==> src/rtl/rv32i_pkg.sv <==
// Shared RV32I decode definitions.
// Contents:
//   OPC_*       7-bit major opcode constants
//   imm_fmt_e   immediate format selector (IMM_I/S/B/U/J/NONE)
//   imm_fmt_of  opcode -> immediate format
//   opcode_legal, uses_rs1, uses_rs2  opcode classification helpers
package rv32i_pkg;

  localparam logic [6:0] OPC_LUI    = 7'b0110111;
  localparam logic [6:0] OPC_AUIPC  = 7'b0010111;
  localparam logic [6:0] OPC_JAL    = 7'b1101111;
  localparam logic [6:0] OPC_JALR   = 7'b1100111;
  localparam logic [6:0] OPC_BRANCH = 7'b1100011;
  localparam logic [6:0] OPC_LOAD   = 7'b0000011;
  localparam logic [6:0] OPC_STORE  = 7'b0100011;
  localparam logic [6:0] OPC_OP_IMM = 7'b0010011;
  localparam logic [6:0] OPC_OP     = 7'b0110011;
  localparam logic [6:0] OPC_FENCE  = 7'b0001111;
  localparam logic [6:0] OPC_SYSTEM = 7'b1110011;

  typedef enum logic [2:0] {IMM_I, IMM_S, IMM_B, IMM_U, IMM_J, IMM_NONE} imm_fmt_e;

  function automatic imm_fmt_e imm_fmt_of(input logic [6:0] opc);
    case (opc)
      OPC_LOAD, OPC_OP_IMM, OPC_JALR, OPC_SYSTEM: return IMM_I;
      OPC_STORE:                                  return IMM_S;
      OPC_BRANCH:                                 return IMM_B;
      OPC_LUI, OPC_AUIPC:                         return IMM_U;
      OPC_JAL:                                    return IMM_J;
      default:                                    return IMM_NONE;
    endcase
  endfunction

  // Every listed opcode ends in 2'b11, so a compressed-style encoding
  // (instr[1:0] != 2'b11) never matches and is illegal.
  function automatic logic opcode_legal(input logic [6:0] opc);
    case (opc)
      OPC_LUI, OPC_AUIPC, OPC_JAL, OPC_JALR, OPC_BRANCH, OPC_LOAD,
      OPC_STORE, OPC_OP_IMM, OPC_OP, OPC_FENCE, OPC_SYSTEM: return 1'b1;
      default: return 1'b0;
    endcase
  endfunction

  function automatic logic uses_rs1(input logic [6:0] opc);
    case (opc)
      OPC_JALR, OPC_BRANCH, OPC_LOAD, OPC_STORE, OPC_OP_IMM, OPC_OP: return 1'b1;
      default: return 1'b0;
    endcase
  endfunction

  function automatic logic uses_rs2(input logic [6:0] opc);
    case (opc)
      OPC_BRANCH, OPC_STORE, OPC_OP: return 1'b1;
      default: return 1'b0;
    endcase
  endfunction

endpackage

==> src/rtl/decode_stage_if.sv <==
// Fetch -> decode -> execute bundle for decode_stage.
// Handshake: the fetch side presents fetch_instr/pc with clk_en=1 when it holds
// a valid instruction; it must keep presenting the same instruction while
// decode_stall_req=1. Decode outputs are valid for execute when next_clk_en=1;
// stall holds them, flush kills the instruction entering decode.
// Modports: slave = decode_stage, master = the surrounding pipeline.
interface decode_stage_if;
  logic [31:0] fetch_instr;
  logic [31:0] pc;
  logic        clk_en;
  logic        stall;
  logic        flush;
  logic [31:0] decode_pc;
  logic [6:0]  decode_opcode;
  logic [2:0]  decode_funct3;
  logic        decode_funct7_b5;
  logic [4:0]  decode_rs1_addr;
  logic [4:0]  decode_rs2_addr;
  logic [4:0]  decode_rd_addr;
  logic [31:0] decode_imm;
  logic        decode_illegal;
  logic        next_clk_en;
  logic        decode_stall_req;

  modport slave (
    input  fetch_instr, pc, clk_en, stall, flush,
    output decode_pc, decode_opcode, decode_funct3, decode_funct7_b5,
           decode_rs1_addr, decode_rs2_addr, decode_rd_addr, decode_imm,
           decode_illegal, next_clk_en, decode_stall_req
  );

  modport master (
    output fetch_instr, pc, clk_en, stall, flush,
    input  decode_pc, decode_opcode, decode_funct3, decode_funct7_b5,
           decode_rs1_addr, decode_rs2_addr, decode_rd_addr, decode_imm,
           decode_illegal, next_clk_en, decode_stall_req
  );
endinterface

==> src/rtl/imm_gen.sv <==
// Combinational RV32I immediate generator.
// Ports: instr (in, 32) raw instruction; imm (out, 32) sign-extended immediate,
// zero for opcodes without an immediate format.
module imm_gen
  import rv32i_pkg::*;
(
  input  logic [31:0] instr,
  output logic [31:0] imm
);

  always_comb begin
    imm = '0;
    case (imm_fmt_of(instr[6:0]))
      IMM_I: imm = {{20{instr[31]}}, instr[31:20]};
      IMM_S: imm = {{20{instr[31]}}, instr[31:25], instr[11:7]};
      IMM_B: imm = {{19{instr[31]}}, instr[31], instr[7], instr[30:25], instr[11:8], 1'b0};
      IMM_U: imm = {instr[31:12], 12'b0};
      IMM_J: imm = {{11{instr[31]}}, instr[31], instr[19:12], instr[20], instr[30:21], 1'b0};
      default: imm = '0;
    endcase
  end

endmodule

==> src/rtl/decode_stage.sv <==
// RV32I decode pipeline stage with load-use hazard detection.
// Ports: clk, rst (async, active-high); bus (decode_stage_if.slave) carrying
// the fetch inputs, registered decode fields, next_clk_en and the
// combinational decode_stall_req.
// Optional build macro DECODE_ILLEGAL_TRAP_EN: registers decode_illegal;
// otherwise decode_illegal is tied 0.
module decode_stage
  import rv32i_pkg::*;
(
  input logic          clk,
  input logic          rst,
  decode_stage_if.slave bus
);

  logic [6:0]  opc;
  logic        legal;
  logic [4:0]  rd_next;
  logic [4:0]  rs1_next;
  logic [4:0]  rs2_next;
  logic [31:0] imm_next;
  logic        hazard;

  logic [31:0] pc_q;
  logic [6:0]  opc_q;
  logic [2:0]  funct3_q;
  logic        funct7_b5_q;
  logic [4:0]  rs1_q;
  logic [4:0]  rs2_q;
  logic [4:0]  rd_q;
  logic [31:0] imm_q;
  logic        valid_q;

  assign opc   = bus.fetch_instr[6:0];
  assign legal = opcode_legal(opc);

  // Instructions that write no register report rd=0 so downstream
  // writeback and the hazard check below never see a phantom destination.
  assign rd_next  = (legal && opc != OPC_STORE && opc != OPC_BRANCH && opc != OPC_FENCE)
                    ? bus.fetch_instr[11:7] : 5'd0;
  assign rs1_next = uses_rs1(opc) ? bus.fetch_instr[19:15] : 5'd0;
  assign rs2_next = uses_rs2(opc) ? bus.fetch_instr[24:20] : 5'd0;

  imm_gen u_imm_gen (
    .instr (bus.fetch_instr),
    .imm   (imm_next)
  );

  // Load-use: the load in decode produces its data too late for an
  // instruction entering now that reads the same register.
  assign hazard = !rst && valid_q && opc_q == OPC_LOAD && rd_q != 5'd0 && bus.clk_en &&
                  ((uses_rs1(opc) && bus.fetch_instr[19:15] == rd_q) ||
                   (uses_rs2(opc) && bus.fetch_instr[24:20] == rd_q));

  assign bus.decode_stall_req = hazard && !bus.flush;

  wire capture = !bus.flush && !bus.stall && !hazard && bus.clk_en;

  // valid priority: flush kills, stall holds, hazard/no-input make a bubble.
  always_ff @(posedge clk or posedge rst) begin
    if (rst) begin
      valid_q <= 1'b0;
    end else if (bus.flush) begin
      valid_q <= 1'b0;
    end else if (!bus.stall) begin
      valid_q <= capture;
    end
  end

  always_ff @(posedge clk or posedge rst) begin
    if (rst) begin
      pc_q        <= '0;
      opc_q       <= '0;
      funct3_q    <= '0;
      funct7_b5_q <= 1'b0;
      rs1_q       <= '0;
      rs2_q       <= '0;
      rd_q        <= '0;
      imm_q       <= '0;
    end else if (capture) begin
      pc_q        <= bus.pc;
      opc_q       <= opc;
      funct3_q    <= bus.fetch_instr[14:12];
      funct7_b5_q <= bus.fetch_instr[30];
      rs1_q       <= rs1_next;
      rs2_q       <= rs2_next;
      rd_q        <= rd_next;
      imm_q       <= imm_next;
    end
  end

`ifdef DECODE_ILLEGAL_TRAP_EN
  logic illegal_q;
  always_ff @(posedge clk or posedge rst) begin
    if (rst) begin
      illegal_q <= 1'b0;
    end else if (capture) begin
      illegal_q <= !legal;
    end
  end
  assign bus.decode_illegal = illegal_q;
`else
  assign bus.decode_illegal = 1'b0;
`endif

  assign bus.decode_pc        = pc_q;
  assign bus.decode_opcode    = opc_q;
  assign bus.decode_funct3    = funct3_q;
  assign bus.decode_funct7_b5 = funct7_b5_q;
  assign bus.decode_rs1_addr  = rs1_q;
  assign bus.decode_rs2_addr  = rs2_q;
  assign bus.decode_rd_addr   = rd_q;
  assign bus.decode_imm       = imm_q;
  assign bus.next_clk_en      = valid_q;

endmodule

==> src/flat_wrapper.sv <==
// flat-port wrapper written by rule: the top's interface ports become plain ports
module decode_stage_flat import rv32i_pkg::*;
  (clk, rst, bus_fetch_instr, bus_pc, bus_clk_en, bus_stall, bus_flush, bus_decode_pc, bus_decode_opcode, bus_decode_funct3, bus_decode_funct7_b5, bus_decode_rs1_addr, bus_decode_rs2_addr, bus_decode_rd_addr, bus_decode_imm, bus_decode_illegal, bus_next_clk_en, bus_decode_stall_req);
  decode_stage_if bus_i ();
  input logic clk;
  input logic rst;
  input wire logic [$bits(bus_i.fetch_instr)-1:0] bus_fetch_instr;
  input wire logic [$bits(bus_i.pc)-1:0] bus_pc;
  input wire logic [$bits(bus_i.clk_en)-1:0] bus_clk_en;
  input wire logic [$bits(bus_i.stall)-1:0] bus_stall;
  input wire logic [$bits(bus_i.flush)-1:0] bus_flush;
  output wire logic [$bits(bus_i.decode_pc)-1:0] bus_decode_pc;
  output wire logic [$bits(bus_i.decode_opcode)-1:0] bus_decode_opcode;
  output wire logic [$bits(bus_i.decode_funct3)-1:0] bus_decode_funct3;
  output wire logic [$bits(bus_i.decode_funct7_b5)-1:0] bus_decode_funct7_b5;
  output wire logic [$bits(bus_i.decode_rs1_addr)-1:0] bus_decode_rs1_addr;
  output wire logic [$bits(bus_i.decode_rs2_addr)-1:0] bus_decode_rs2_addr;
  output wire logic [$bits(bus_i.decode_rd_addr)-1:0] bus_decode_rd_addr;
  output wire logic [$bits(bus_i.decode_imm)-1:0] bus_decode_imm;
  output wire logic [$bits(bus_i.decode_illegal)-1:0] bus_decode_illegal;
  output wire logic [$bits(bus_i.next_clk_en)-1:0] bus_next_clk_en;
  output wire logic [$bits(bus_i.decode_stall_req)-1:0] bus_decode_stall_req;
  assign bus_i.fetch_instr = bus_fetch_instr;
  assign bus_i.pc = bus_pc;
  assign bus_i.clk_en = bus_clk_en;
  assign bus_i.stall = bus_stall;
  assign bus_i.flush = bus_flush;
  assign bus_decode_pc = bus_i.decode_pc;
  assign bus_decode_opcode = bus_i.decode_opcode;
  assign bus_decode_funct3 = bus_i.decode_funct3;
  assign bus_decode_funct7_b5 = bus_i.decode_funct7_b5;
  assign bus_decode_rs1_addr = bus_i.decode_rs1_addr;
  assign bus_decode_rs2_addr = bus_i.decode_rs2_addr;
  assign bus_decode_rd_addr = bus_i.decode_rd_addr;
  assign bus_decode_imm = bus_i.decode_imm;
  assign bus_decode_illegal = bus_i.decode_illegal;
  assign bus_next_clk_en = bus_i.next_clk_en;
  assign bus_decode_stall_req = bus_i.decode_stall_req;
  decode_stage u_core (.clk(clk), .rst(rst), .bus(bus_i));
endmodule
==> config.mk <==
export PLATFORM = sky130hd
export DESIGN_NAME = decode_stage_flat
export DESIGN_NICKNAME = d
export VERILOG_FILES = /design/src/rtl/rv32i_pkg.sv /design/src/rtl/decode_stage_if.sv /design/src/rtl/imm_gen.sv /design/src/rtl/decode_stage.sv /design/src/flat_wrapper.sv
export SDC_FILE = /design/constraint.sdc
export NUM_CORES = 1
export LEC_CHECK = 0
export ABC_AREA = 0
export CAP_MARGIN = 15
export CORE_ASPECT_RATIO = 0.6
export CORE_MARGIN = 2
export CORE_UTILIZATION = 40
export DETAILED_ROUTE_END_ITERATION = 10
export GPL_ROUTABILITY_DRIVEN = 0
export MAX_ROUTING_LAYER = met4
export PLACE_DENSITY = 0.86
export SLEW_MARGIN = 5
export SYNTH_ARGS = -nofsm -noshare
export SYNTH_HDL_FRONTEND = slang
export SYNTH_SLANG_ARGS = --single-unit
export TNS_END_PERCENT = 10
==> constraint.sdc <==
create_clock -name clk -period 4.6 [get_ports clk]
set_input_delay 0.92 -clock clk [delete_from_list [all_inputs] [get_ports clk]]
set_output_delay 0.92 -clock clk [all_outputs]
set_load 0.05 [all_outputs]
## Yosys cells after proc, flatten, opt, wreduce, memory -nomap -nowiden

Cells that the tools add are included.

| operators by class | value |
|---|---|
| add/sub/neg operators | 0 |
| multipliers | 0 |
| div/mod/pow operators | 0 |
| $lt $le $gt $ge | 0 |
| eq/ne operators | 22 |
| shifts and indexed selects | 0 |
| mux-type cells | 10 |
| bitwise operators | 0 |
| reductions and logical operators | 26 |

Operators by type and width:

| cell | number |
|---|---|
| $pmux W32 S5 | 1 |
| $eq A7 B7 Y1 const B | 4 |
| $eq A7 B6 Y1 const B | 3 |
| $mux W5 | 3 |
| $pmux W3 S5 | 1 |
| $eq A7 B2 Y1 const B | 2 |
| $eq A7 B5 Y1 const B | 2 |
| $logic_and A1 B1 Y1 | 14 |
| $reduce_or A11 Y1 | 1 |
| $eq A5 B5 Y1 | 2 |
| $eq A7 B4 Y1 const B | 1 |
| $ne A7 B4 Y1 const B | 1 |
| $ne A7 B6 Y1 const B | 1 |
| $ne A7 B7 Y1 const B | 1 |
| $eq A3 B2 Y1 const B | 2 |
| $reduce_or A6 Y1 | 1 |
| $mux W1 | 5 |
| $reduce_bool A5 Y1 | 1 |
| $logic_not A1 Y1 | 4 |
| $reduce_or A4 Y1 | 1 |
| $eq A3 B1 Y1 const B | 1 |
| $eq A3 B3 Y1 const B | 1 |
| $logic_not A3 Y1 | 1 |
| $reduce_or A3 Y1 | 1 |
| other kinds (3) | 3 |

| storage, ports and cells | value |
|---|---|
| flip-flop bits (word level) | 91 |
| bits in latches | 0 |
| bits in writable memories | 0 |
| memory bits (read-only) | 0 |
| input port bits | 69 |
| output and inout bits | 93 |
| memories kept | 0 |

## Depth between registers and ports, before layout

Gate-level depths: netlist of the first run.

| depth | value |
|---|---|
| depth after elaboration | 11 |
| depth in mapped cells | 8 |

## By module

Synthesis of the first run repeated with hierarchy kept, for this count alone.

| second synthesis, totals | value |
|---|---|
| cell total of the unflattened synthesis | 343 |
| area total of the unflattened synthesis | 4302.9 sq um |

By module, submodules not included:

| module | times used | cells each | area an instance (sq um) | seq. area each (sq um) |
|---|---|---|---|---|
| decode_stage | 1 | 260 | 3782.4 | 2277.2 |
| imm_gen | 1 | 83 | 520.5 | 0.0 |

## Least setup slack after synthesis of the first run

Ideal clock, no wire load.

| timing path | value |
|---|---|
| path type | input to output |
| start | in rst |
| end | out bus_decode_stall_req |
| arrival time | 4.320 ns |
| data required time | 3.680 ns |
| path slack | -0.640 ns |
| stages | 5 |
| path buffers | 0 |
| cell sequence | inv_1 > nand4_1 > a21oi_1 > nand2_1 > nor2_1 |

| on the way | value |
|---|---|
| cells in the longest elaborated chain, start to end | 7 |

Ends and longest elaborated chain:

| item | RTL line | source |
|---|---|---|
| from (decl) | flat_wrapper.sv:6 | `input logic rst;` |
| $logic_not A1 Y1 | decode_stage.sv:50 | `assign hazard = !rst && valid_q && opc_q == OPC_LOAD && rd_q != 5'd0 && bus.clk_en &&` |
| $logic_and A1 B1 Y1 (5 in series) | decode_stage.sv:50 |  |
| $logic_and A1 B1 Y1 | decode_stage.sv:54 | `assign bus.decode_stall_req = hazard && !bus.flush;` |
| to (decl) | flat_wrapper.sv:22 | `output wire logic [$bits(bus_i.decode_stall_req)-1:0] bus_decode_stall_req;` |

No other way between the ends.

## Worst setup path after layout of the first run

| timing path | value |
|---|---|
| start | in bus_fetch_instr[6] |
| end | out bus_decode_stall_req |

| on the way | value |
|---|---|
| cells in the longest elaborated chain, start to end | 7 |
| elaborated cells on any way between the ends | 15 |

Ends and longest elaborated chain:

| item | RTL line | source |
|---|---|---|
| from (decl) | flat_wrapper.sv:7 | `input wire logic [$bits(bus_i.fetch_instr)-1:0] bus_fetch_instr;` |
| $eq A7 B7 Y1 (tied with other cells) | rv32i_pkg.sv:45 | `case (opc)` |
| $reduce_or A6 Y1 / $reduce_or A3 Y1 (equally long branches) | rv32i_pkg.sv:45, rv32i_pkg.sv:52 |  |
| $mux W1 (on tied branches) | rv32i_pkg.sv:45, rv32i_pkg.sv:52 |  |
| $logic_and A1 B1 Y1 (on tied branches) | decode_stage.sv:51, decode_stage.sv:52 |  |
| $logic_or A1 B1 Y1 (*) | decode_stage.sv:51 | `((uses_rs1(opc) && bus.fetch_instr[19:15] == rd_q) \|\|` |
| $logic_and A1 B1 Y1 (*) | decode_stage.sv:50 |  |
| $logic_and A1 B1 Y1 (*) | decode_stage.sv:54 |  |

Mark *: on every way between the ends. The rest lies on a longest branch, timed or not.

==> qor.log, run 1 <==
[placed_design] worst-case setup slack after placement 0.625 ns
[synth] number of warnings issued by yosys 0
[sta] final setup violation count 0
[worst_setup_path] largest fanout of any net on the critical path 12
[floorplanning] core area 0.0105 mm^2
[outcome] outcome finished, final reports clean
[global_routing] first-pass GRT wire length 18900 um
[sta] Worst Slack Setup Final 0.556 ns
[sta] minimum period implied by the final worst setup slack 4.04 ns
[placed_design] buffers added on ports 160
[global_routing] vias in the first global route 3558
[cts] number of resized instances in the post-cts repair step 0
[drt] remaining antenna violation count after routing 0
[worst_setup_path] critical-path cell list clkdlybuf4s50_1 -> and3b_1 -> o211ai_2 -> o22ai_4 -> nand2_1 -> nor2_1 -> buf_12
[drt] remaining routing DRC violations 0
[synth] number of synthesized flops with an enable pin 0
[floorplanning] std cell rows 29
[drt] via count 3497
[cts] clock sink count 91
[sta] Final Hold Vio Count 0
[cts] TritonCTS clock tree done
[worst_setup_path] worst-case reg-to-reg path depth 5
[layout] proportion of layout cells with a drive suffix above 1 16.8%
[layout] commonest cells after routing, fill and taps aside sky130_fd_sc_hd__clkdlybuf4s50_1 (159), sky130_fd_sc_hd__dfrtp_1 (91), sky130_fd_sc_hd__mux2_2 (37)
[layout] post-route design area 0.00631 mm^2
[sta] relative max-transition margin 43.5%
[cts] number of buffers inserted during clock tree synthesis 9
[sta] Tightest Pin Transition 0.842 ns
[drt] M1 wire length 5560 um
[floorplanning] boundary pin count 162
[hold_path] number of cells traversed by the worst hold path 1
[synth] XOR/XNOR share of the synthesized area 2.24%
[sta] maximum clock skew at final layout 0.00348 ns
[hold_path] critical hold path startpoint u_core.bus.decode_rs2_addr[4]
[synth] portion of synthesized cell area occupied by the leading cell type 53.0%
[worst_setup_path] buffers plus inverters on the worst setup path 2
[sta] Max Transition Viols Final 0
[worst_setup_path] Slowest Stage Delay on Critical Path 0.75 ns
[synth] sequential area share after synthesis 53.0%
[layout] final net count 571
[drt] sum of routed wire length over all layers 12200 um
[worst_setup_path] CP top delay family buffers and inverters
[drt] number of DRC markers in iteration 0 291
[hold_path] Hold Crit Endpoint u_core.bus.decode_rs2_addr[4]
[layout] Post-Route Utilization 59.9%
[drt] detailed-routed wire length on met2 5170 um
[synth] flip-flop and latch count after synthesis 91
[power_and_ir_drop] static leakage 2.57 nW
[sta] Fmax 247 MHz
[layout] Area growth syn-to-layout 46.9%
[synth] count of different cell masters after synthesis 47
[drt] Met3 Wirelength 1330 um
[layout] Cell Count, Final, Fillers Out 647
[synth] Post-Syn Nets 420
[sta] setup repair after global routing missed its margin false
[synth] share of synthesized cell area in full adder, half adder and majority cells 0%
[sta] final clock period utilization by the worst path 87.9%
[synth] combinational family with the most area after synthesis multiplexers
[synth] synthesized netlist cell count 351
[cts] buffer levels on the longest clock path 2
[synth] Synth Area in Compound Gates 12.7%
[synth] Async SR Flop Fraction 100%
[synth] largest cells by area after synthesis sky130_fd_sc_hd__dfrtp_1 (53%), sky130_fd_sc_hd__mux2_2 (9.7%), sky130_fd_sc_hd__mux2_4 (7.0%)
[cts] source-to-sink clock delay at the later pin of the worst-skew pair 0.34 ns
[synth] average instance area after synthesis 12.2 um^2
[drt] via-per-instance ratio 5.40
[cts] CTS clk-pin slew, worst paths 0.07 ns
[worst_setup_path] startpoint of the worst-slack reg-to-reg timing path u_core.bus.decode_opcode[6]
[layout] filler cell count 841
[placed_design] HPWL Detailed 8800 um
[synth] multiplexer share of the synthesized area 16.9%
[drt] Wirelength per Cell 18.8 um
[drt] top metal layer carrying routed signals met4
[placed_design] area after detailed placement 0.00598 mm^2
[synth] basic-gate share of the synthesized area counting and, or, nand and nor cells 11.2%
[worst_setup_path] Critical Path Sink Type output pin
[power_and_ir_drop] peak supply drop 0.258 mV
[global_routing] antenna violations before repair 1
[hold_path] type of the most critical hold path flop to flop
[power_and_ir_drop] cell area power density 408 mW/mm^2
[global_routing] Overflow after GRT 0
[cts] Post CTS Setup Buffer Count 0
[synth] Synth Cell Area 0.00429 mm^2
[floorplanning] vertical die dimension 84.3 um
[worst_setup_path] CP max-delay cell sky130_fd_sc_hd__clkdlybuf4s50_1
[worst_setup_path] signal arrival time at the worst endpoint 3.12 ns
[worst_setup_path] flop-to-flop setup slack 2.17 ns
[cts] hold buffer count at CTS 0
[power_and_ir_drop] total power 2.57 mW
[worst_setup_path] Worst Path Required 3.68 ns
[worst_setup_path] endpoint of the worst register-to-register path u_core.bus.decode_opcode[6]
[placed_design] Cells after DPL 630
[run] count of maximum capacitance violations 0
[synth] post-synthesis cell type with the largest combined area sky130_fd_sc_hd__dfrtp_1
[cts] count of H-tree levels built during CTS 3
[drt] Initial DRT Pass Iterations 5
[sta] hold slack 0.496 ns
[layout] most common cell after layout, fill and taps aside sky130_fd_sc_hd__clkdlybuf4s50_1
[floorplanning] Starting Density 40.8%
[sta] Total Negative Setup Slacks 0 ns
[worst_setup_path] start-to-end type of the worst setup path primary input to output pin
[global_routing] Total Routing Usage GR 22.0%
[worst_setup_path] startpoint types primary input
[floorplanning] Die Wd 138 um
[cts] Root Buffer sky130_fd_sc_hd__clkbuf_16
[floorplanning] Die Footprint 0.0116 mm^2
[global_routing] maximum number of pins on one net before global-route repair 51
[synth] top_reg_cell synth sky130_fd_sc_hd__dfrtp_1
synth_stat cells, types with 2 or more instances:
| library cell | n |
|---|---|
| sky130_fd_sc_hd__dfrtp_1 | 91 |
| sky130_fd_sc_hd__mux2_2 | 37 |
| sky130_fd_sc_hd__nand2_1 | 33 |
| sky130_fd_sc_hd__nand3_1 | 21 |
| sky130_fd_sc_hd__mux2_4 | 20 |
| sky130_fd_sc_hd__buf_2 | 15 |
| sky130_fd_sc_hd__o2bb2ai_1 | 15 |
| sky130_fd_sc_hd__a21oi_1 | 14 |
| sky130_fd_sc_hd__nor2_1 | 11 |
| sky130_fd_sc_hd__xnor2_1 | 10 |
| sky130_fd_sc_hd__a2bb2oi_1 | 9 |
| sky130_fd_sc_hd__nor3b_1 | 6 |
| sky130_fd_sc_hd__a211oi_1 | 5 |
| sky130_fd_sc_hd__a22o_1 | 5 |
| sky130_fd_sc_hd__a32o_1 | 4 |
| sky130_fd_sc_hd__and2_1 | 4 |
| sky130_fd_sc_hd__buf_6 | 4 |
| sky130_fd_sc_hd__clkbuf_1 | 4 |
| sky130_fd_sc_hd__o21ai_0 | 4 |
| sky130_fd_sc_hd__inv_1 | 3 |
| sky130_fd_sc_hd__nand4_1 | 3 |
| sky130_fd_sc_hd__a21boi_0 | 2 |
| sky130_fd_sc_hd__a22oi_1 | 2 |
| sky130_fd_sc_hd__and3b_1 | 2 |
| sky130_fd_sc_hd__buf_4 | 2 |
| sky130_fd_sc_hd__nor2b_1 | 2 |
| sky130_fd_sc_hd__nor3_1 | 2 |
| sky130_fd_sc_hd__o21a_1 | 2 |
sequential cells by signal, indices dropped and copies added (netlist names):
name                         flops
u_core.bus.decode_rs2_addr       5
u_core.bus.decode_funct3         3
u_core.bus.decode_rd_addr        5
u_core.bus.decode_funct7_b5      1
u_core.bus.decode_pc            32
u_core.bus.decode_rs1_addr       5
u_core.bus.decode_imm           32
u_core.bus.decode_opcode         7
u_core.bus.next_clk_en           1
per-layer routing:
metal  vias up  GRT usage (%)
li1       1580              -
met1      1714           30.2
met2       187           31.0
met3        16           7.91
met4         0           5.47
met5         -              -
power breakdown:
| part | leakage [nW] | switching [mW] | total [mW] | internal, mW |
|---|---|---|---|---|
| Combinational | 1.26 | 0.488 | 0.805 | 0.317 |
| Clock | 0.149 | 0.332 | 0.812 | 0.480 |
| Sequential | 1.16 | 0.0608 | 0.955 | 0.895 |
| Total | 2.57 | 0.880 | 2.57 | 1.69 |
area by class of cell:
cell class / instances / area [um^2] / share of cell area (%)
sequential: 91 / 2280 / 36.1
multi-input combinational: 232 / 1860 / 29.5
timing repair buffer: 165 / 1650 / 26.2
clock buffer: 9 / 225 / 3.57
tap: 139 / 174 / 2.76
clock inverter: 7 / 100 / 1.59
inverter: 3 / 15.0 / 0.238
antenna: 1 / 2.50 / 0.0397
how the worst max path moves through the flow:
stage                     depth (start not counted)                   end  slack [ns]          startpoint
after floorplan                                   5  bus_decode_stall_req        0.38                 rst
after global placement                            7  bus_decode_stall_req        0.67  bus_fetch_instr[6]
after detailed placement                          7  bus_decode_stall_req        0.62  bus_fetch_instr[6]
after CTS                                         7  bus_decode_stall_req        0.59  bus_fetch_instr[6]
after global routing                              7  bus_decode_stall_req        0.48  bus_fetch_instr[6]
final                                             7  bus_decode_stall_req        0.56  bus_fetch_instr[6]
worst reg2reg max path, stage by stage, from the launching register on:
cell	delay (ns)
sky130_fd_sc_hd__dfrtp_1	0.42
sky130_fd_sc_hd__nor4bb_1	0.46
sky130_fd_sc_hd__nand4_1	0.16
sky130_fd_sc_hd__a21oi_1	0.40
sky130_fd_sc_hd__and2_1	0.66
sky130_fd_sc_hd__o21ai_0	0.19
logic make-up (layout without fill, tap and decap cells):
group,Yosys count,in the layout
AOI/OAI and AO/OA,70,70
buffers and inverters,28,184
and+or+nand+nor,92,92
muxes,58,58
other,1,2
DFF,91,91
xor gates and xnor gates,11,11
(Power assumes the default switching activity.)
==> inputs of run 2 (changes only) <==
Clock period 4.6 ns to 3.42 ns, I/O delays scaled along.
==> run 2 against run 1 <==
Net effect:
- clock skew rose by 0.0040 ns
- critical path depth did not move
- cell count rose by 1.4%
- critical endpoint unchanged
==> qor.log, run 2 (synthesis gave the netlist of run 1 again) <==
[cts] Post CTS Setup Buffer Count 0 [unchanged]
[layout] commonest cells after routing, fill and taps aside sky130_fd_sc_hd__clkdlybuf4s50_1 (159), sky130_fd_sc_hd__dfrtp_1 (91), sky130_fd_sc_hd__mux2_2 (37)
[sta] Worst Slack Setup Final 0.233 ns [-0.323 ns]
[cts] number of resized instances in the post-cts repair step 0 [unchanged]
[sta] Total Negative Setup Slacks 0 ns [unchanged]
[floorplanning] core area 0.0105 mm^2 [unchanged]
[layout] Area growth syn-to-layout 48.3%
[cts] TritonCTS clock tree done
[outcome] outcome finished, final reports clean
[sta] Fmax 314 MHz
[worst_setup_path] start-to-end type of the worst setup path primary input to output pin
[layout] ant diodes 0 [-1]
[cts] source-to-sink clock delay at the later pin of the worst-skew pair 0.34 ns [about the same]
[placed_design] buffers added on ports 160 [unchanged]
[worst_setup_path] Critical Path Sink Type output pin
[drt] sum of routed wire length over all layers 12600 um [+2.9%]
[sta] final setup violation count 0 [unchanged]
[floorplanning] Starting Density 40.8% [unchanged]
[sta] setup repair after global routing missed its margin false
[layout] most common cell after layout, fill and taps aside sky130_fd_sc_hd__clkdlybuf4s50_1
[cts] Root Buffer sky130_fd_sc_hd__clkbuf_16
[global_routing] Overflow after GRT 0 [unchanged]
[cts] number of buffers inserted during clock tree synthesis 9 [unchanged]
[sta] final clock period utilization by the worst path 93.2%
[layout] filler cell count 847 [+0.71%]
[floorplanning] boundary pin count 162 [unchanged]
[worst_setup_path] largest fanout of any net on the critical path 8 [-4]
[cts] CTS clk-pin slew, worst paths 0.06 ns [about the same]
[sta] Final Hold Vio Count 0 [unchanged]
[layout] final net count 581 [+1.8%]
[global_routing] first-pass GRT wire length 20000 um [+5.9%]
[global_routing] Total Routing Usage GR 23.1% [+1.1 points]
[worst_setup_path] Worst Path Required 2.74 ns [-0.94 ns]
[global_routing] vias in the first global route 3724 [+4.7%]
[drt] Wirelength per Cell 19.1 um [+1.5%]
[hold_path] type of the most critical hold path flop to flop
[sta] Max Transition Viols Final 0 [unchanged]
[placed_design] HPWL Detailed 9170 um [+4.2%]
[floorplanning] Die Footprint 0.0116 mm^2 [unchanged]
[drt] Initial DRT Pass Iterations 5 [unchanged]
[cts] count of H-tree levels built during CTS 3 [unchanged]
[worst_setup_path] signal arrival time at the worst endpoint 2.50 ns [-0.62 ns]
[drt] via count 3549 [+1.5%]
[hold_path] number of cells traversed by the worst hold path 1 [unchanged]
[worst_setup_path] startpoint types primary input
[cts] buffer levels on the longest clock path 2 [unchanged]
[cts] hold buffer count at CTS 0 [unchanged]
[sta] relative max-transition margin 49.3% [+5.8 points]
[layout] proportion of layout cells with a drive suffix above 1 18.4% [+1.6 points]
[global_routing] maximum number of pins on one net before global-route repair 60 [+18%]
[worst_setup_path] worst-case reg-to-reg path depth 6 [+1]
[placed_design] worst-case setup slack after placement 0.268 ns [-0.357 ns]
[cts] clock sink count 91 [unchanged]
[power_and_ir_drop] cell area power density 529 mW/mm^2 [+30%]
[drt] remaining routing DRC violations 0 [unchanged]
[sta] maximum clock skew at final layout 0.00749 ns [+0.00401 ns]
[run] count of maximum capacitance violations 0 [unchanged]
[power_and_ir_drop] peak supply drop 0.312 mV [+21%]
[global_routing] antenna violations before repair 0 [-1]
[floorplanning] std cell rows 29 [unchanged]
[floorplanning] vertical die dimension 84.3 um [unchanged]
[drt] number of DRC markers in iteration 0 167 [-43%]
[power_and_ir_drop] static leakage 2.61 nW [+1.8%]
[floorplanning] Die Wd 138 um [unchanged]
[drt] via-per-instance ratio 5.41 [about the same]
[sta] Tightest Pin Transition 0.761 ns [-0.0812 ns]
[worst_setup_path] CP max-delay cell sky130_fd_sc_hd__clkdlybuf4s50_1
[worst_setup_path] Slowest Stage Delay on Critical Path 0.66 ns [-0.09 ns]
[sta] minimum period implied by the final worst setup slack 3.19 ns
[drt] remaining antenna violation count after routing 0 [unchanged]
[worst_setup_path] critical-path cell list clkdlybuf4s50_1 -> and3b_1 -> o211ai_2 -> o22ai_4 -> nand2_1 -> nor2_4 -> buf_12
run 2: area by class of cell:
type	count	area, um^2	area share (%)
tap	139	174	2.73
clock buffer	10	229	3.60
multi-input combinational	232	1870	29.4
sequential	91	2280	35.8
clock inverter	6	66.3	1.04
inverter	3	15.0	0.236
timing repair buffer	175	1740	27.3
run 2: metal layers:
layer / global-route usage [%] / share of wire, %
met2: 34.1 / 44
met3: 7.85 / 9.4
met5: - / 0
met1: 30.9 / 45
met4: 5.47 / 1.0
run 2: worst max-delay path, delay by kind of cell:
| kind | cells | cell delay, ns |
|---|---|---|
| AOI/OAI and AO/OA | 2 | 0.41 |
| buffers and inverters | 2 | 0.80 |
| and+or+nand+nor | 3 | 0.61 |
run 2: final timing paths:
| path | slack [ns] | start | endpoint |
|---|---|---|---|
| min in group asynchronous | 0.87 | rst | u_core.bus.decode_pc[15] |
| setup reg to reg | 0.98 | u_core.bus.decode_opcode[6] | u_core.bus.decode_rs2_addr[2] |
| setup / recovery | 0.23 | bus_fetch_instr[6] | bus_decode_stall_req |
| hold / removal | 0.49 | u_core.bus.decode_rs2_addr[4] | u_core.bus.decode_rs2_addr[4] |
| hold reg to reg | 0.49 | u_core.bus.decode_rs2_addr[4] | u_core.bus.decode_rs2_addr[4] |
| max in group asynchronous | 1.43 | rst | u_core.bus.decode_imm[14] |
run 2: per-stage QoR:
stage | std cells | util, % | power [mW] | cell area (um^2) | hold slack (ns)
final | 656 | 60.5 | 3.37 | 6370 | 0.492
after global routing | 656 | 60.5 | 3.51 | 6370 | 0.513
after CTS | 656 | 60.5 | 3.40 | 6370 | 0.497
after detailed placement | 640 | 57.7 | 2.40 | 6070 | 0.483
after global placement | 640 | 57.7 | 2.38 | 6070 | 0.474
after floorplan | 351 | - | 1.98 | 4310 | 0.750
run 2: report_power, final:
part	switching, mW	total (mW)	leakage, nW	internal (mW)
registers	0.0859	1.29	1.16	1.20
logic	0.662	1.10	1.31	0.433
clock network	0.418	0.986	0.146	0.568
total	1.17	3.37	2.61	2.20
==> inputs of run 3 (changes only) <==
Settings changed: CORE_MARGIN 2 to not set, SKIP_CTS_REPAIR_TIMING set to 1.
==> run 3 against run 2 <==
Net effect:
- non-clock buffer count rose by 1
- register-to-register slack improved by 0.05 ns
- combinational power about the same
- routed wire length shrank 3.0%
- core utilization rose by 2.8 points
- total power rose by 3.6%
- sequential cell count stayed put
- final area is 0.61% higher
- first-iteration DRC count grew 25%
- hold slack got worse by 0.0035 ns
- critical path type unchanged
==> qor.log, run 3 (synthesis gave the netlist of run 1 again) <==
[worst_setup_path] startpoint of the worst-slack reg-to-reg timing path u_core.bus.decode_opcode[6]
[global_routing] GR met3 Demand/Resource 9.10% [+1.2 points]
[placed_design] buffers added on ports 160 [unchanged]
[global_routing] maximum number of pins on one net before global-route repair 64 [+6.7%]
[floorplanning] Starting Density 42.4% [+1.6 points]
[sta] maximum clock skew at final layout 0.00617 ns [-0.00132 ns]
[power_and_ir_drop] total power 3.49 mW [+3.6%]
[cts] Root Buffer sky130_fd_sc_hd__clkbuf_16
[worst_setup_path] startpoint types primary input
[worst_setup_path] signal arrival time at the worst endpoint 2.47 ns [-0.03 ns]
[layout] ant diodes 0 [unchanged]
[worst_setup_path] flop-to-flop setup slack 1.03 ns [+0.05 ns]
[power_and_ir_drop] cell area power density 545 mW/mm^2 [+3.0%]
[sta] Tightest Pin Transition 0.781 ns [+0.0194 ns]
[power_and_ir_drop] proportion of power drawn by the clock network 31.8% [+2.5 points]
[hold_path] type of the most critical hold path flop to flop
[cts] TritonCTS clock tree done
[power_and_ir_drop] Net Switching 1.15 mW [-1.7%]
[layout] final net count 582 [+0.17%]
[floorplanning] Die Footprint 0.0112 mm^2 [-3.8%]
[drt] Wirelength per Cell 18.7 um [-2.4%]
[power_and_ir_drop] peak supply drop 0.302 mV [-3.2%]
[worst_setup_path] start-to-end type of the worst setup path primary input to output pin
[drt] number of DRC markers in iteration 0 208 [+25%]
[global_routing] antenna violations before repair 0 [unchanged]
[floorplanning] boundary pin count 162 [unchanged]
[layout] commonest cells after routing, fill and taps aside sky130_fd_sc_hd__clkdlybuf4s50_1 (159), sky130_fd_sc_hd__dfrtp_1 (91), sky130_fd_sc_hd__mux2_2 (37)
[run] count of maximum capacitance violations 0 [unchanged]
[cts] source-to-sink clock delay at the later pin of the worst-skew pair 0.34 ns [about the same]
[hold_path] Hold Crit Endpoint u_core.bus.decode_rs2_addr[4]
[global_routing] Total Routing Usage GR 23.6% [+0.49 points]
[placed_design] worst-case setup slack after placement 0.312 ns [+0.0446 ns]
[sta] final clock period utilization by the worst path 92.1% [-1.1 points]
[layout] proportion of layout cells with a drive suffix above 1 18.4% [unchanged]
[floorplanning] Die Wd 136 um [-1.5%]
[sta] minimum period implied by the final worst setup slack 3.15 ns [-0.0361 ns]
[layout] Area growth syn-to-layout 49.2%
[worst_setup_path] Critical Path Sink Type output pin
[hold_path] critical hold path startpoint u_core.bus.decode_rs2_addr[4]
[power_and_ir_drop] Sequential Power Share 36.8% [-1.5 points]
[sta] setup repair after global routing missed its margin false
[cts] buffer levels on the longest clock path 2 [unchanged]
[sta] Max Transition Viols Final 0 [unchanged]
[worst_setup_path] endpoint of the worst register-to-register path u_core.bus.decode_pc[23]
[hold_path] number of cells traversed by the worst hold path 1 [unchanged]
[layout] Post-Route Utilization 63.3% [+2.8 points]
[worst_setup_path] largest fanout of any net on the critical path 8 [unchanged]
[placed_design] HPWL Detailed 8870 um [-3.3%]
[cts] count of H-tree levels built during CTS 3 [unchanged]
[global_routing] vias in the first global route 3526 [-5.3%]
[global_routing] global routing usage on met1 29.9% [-1.0 points]
[layout] filler cell count 766 [-9.6%]
[global_routing] first-pass GRT wire length 18900 um [-5.6%]
[power_and_ir_drop] static leakage 2.63 nW [+0.71%]
[floorplanning] core area 0.0101 mm^2 [-3.8%]
[sta] Final Hold Vio Count 0 [unchanged]
[sta] relative max-transition margin 48.0% [-1.3 points]
[sta] final setup violation count 0 [unchanged]
[global_routing] met2 Use GR 35.6% [+1.5 points]
[worst_setup_path] worst-case reg-to-reg path depth 6 [unchanged]
[power_and_ir_drop] Comb pwr share 31.3% [-1.2 points]
[drt] via-per-instance ratio 5.32 [-1.7%]
[power_and_ir_drop] internal power consumption 2.35 mW [+6.4%]
[drt] sum of routed wire length over all layers 12200 um [-3.0%]
[drt] Initial DRT Pass Iterations 5 [unchanged]
[outcome] outcome finished, final reports clean
[global_routing] gr busiest metal met2
[sta] Fmax 317 MHz [+1.1%]
[global_routing] Overflow after GRT 0 [unchanged]
[floorplanning] vertical die dimension 82.3 um [-2.4%]
[drt] via count 3469 [-2.3%]
[floorplanning] std cell rows 28 [-3.4%]
[cts] clock sink count 91 [unchanged]
[drt] remaining routing DRC violations 0 [unchanged]
[drt] remaining antenna violation count after routing 0 [unchanged]
[sta] Total Negative Setup Slacks 0 ns [unchanged]
[power_and_ir_drop] switching part of the total 32.8% [-1.8 points]
[worst_setup_path] launch point of the worst path bus_fetch_instr[2]
[worst_setup_path] Worst Path Required 2.74 ns [about the same]
[sta] Worst Slack Setup Final 0.269 ns [+0.0361 ns]
[layout] most common cell after layout, fill and taps aside sky130_fd_sc_hd__clkdlybuf4s50_1
[cts] number of buffers inserted during clock tree synthesis 9 [unchanged]
[sta] hold slack 0.489 ns [-0.00352 ns]
[cts] CTS clk-pin slew, worst paths 0.06 ns [about the same]
-- run 3: cell type report --
cell class / instances / area (um^2) / area share [%]
Clock inverter: 5 / 103 / 1.60
Sequential cell: 91 / 2280 / 35.5
Clock buffer: 10 / 229 / 3.57
Tap cell: 135 / 169 / 2.64
Multi-Input combinational cell: 232 / 1870 / 29.2
Timing Repair Buffer: 176 / 1740 / 27.2
Inverter: 3 / 15.0 / 0.234
-- run 3: worst max path at each step --
stage / depth (start not counted) / to / slack [ns]
after CTS: 7 / bus_decode_stall_req / 0.29
after floorplan: 5 / bus_decode_stall_req / 0.02
after global routing: 6 / bus_decode_stall_req / 0.19
final: 7 / bus_decode_stall_req / 0.27
after detailed placement: 7 / bus_decode_stall_req / 0.31
after global placement: 7 / bus_decode_stall_req / 0.39
-- run 3: worst max-delay path, cell delays in order --
cell                              delay, ns
sky130_fd_sc_hd__clkdlybuf4s50_1       0.55
sky130_fd_sc_hd__and4bb_1              0.39
sky130_fd_sc_hd__nand4_1               0.17
sky130_fd_sc_hd__o22ai_4               0.23
sky130_fd_sc_hd__nand2_1               0.15
sky130_fd_sc_hd__nor2_4                0.15
sky130_fd_sc_hd__buf_12                0.14
-- run 3: per-stage QoR --
step	cells	instance area, um^2
2_1_floorplan	351	4310
3_3_place_gp	637	6080
3_5_place_dp	637	6080
4_1_cts	652	6410
5_1_grt	652	6410
6_report	652	6410
-- run 3: routing by layer --
metal  up-vias  wire length [um]
met3        13              1270
met2       170              5400
met4         0               103
met5         -                 0
met1      1694              5410
li1       1592                 -
-- run 3: power by group through the flow --
stage | Clock, mW | Sequential [mW] | Combinational [mW]
after floorplan | 0 | 1.74 | 0.237
after global placement | 0 | 1.30 | 1.08
after detailed placement | 0 | 1.30 | 1.10
after CTS | 1.14 | 1.29 | 1.10
after global routing | 1.19 | 1.30 | 1.14
final | 1.11 | 1.29 | 1.09
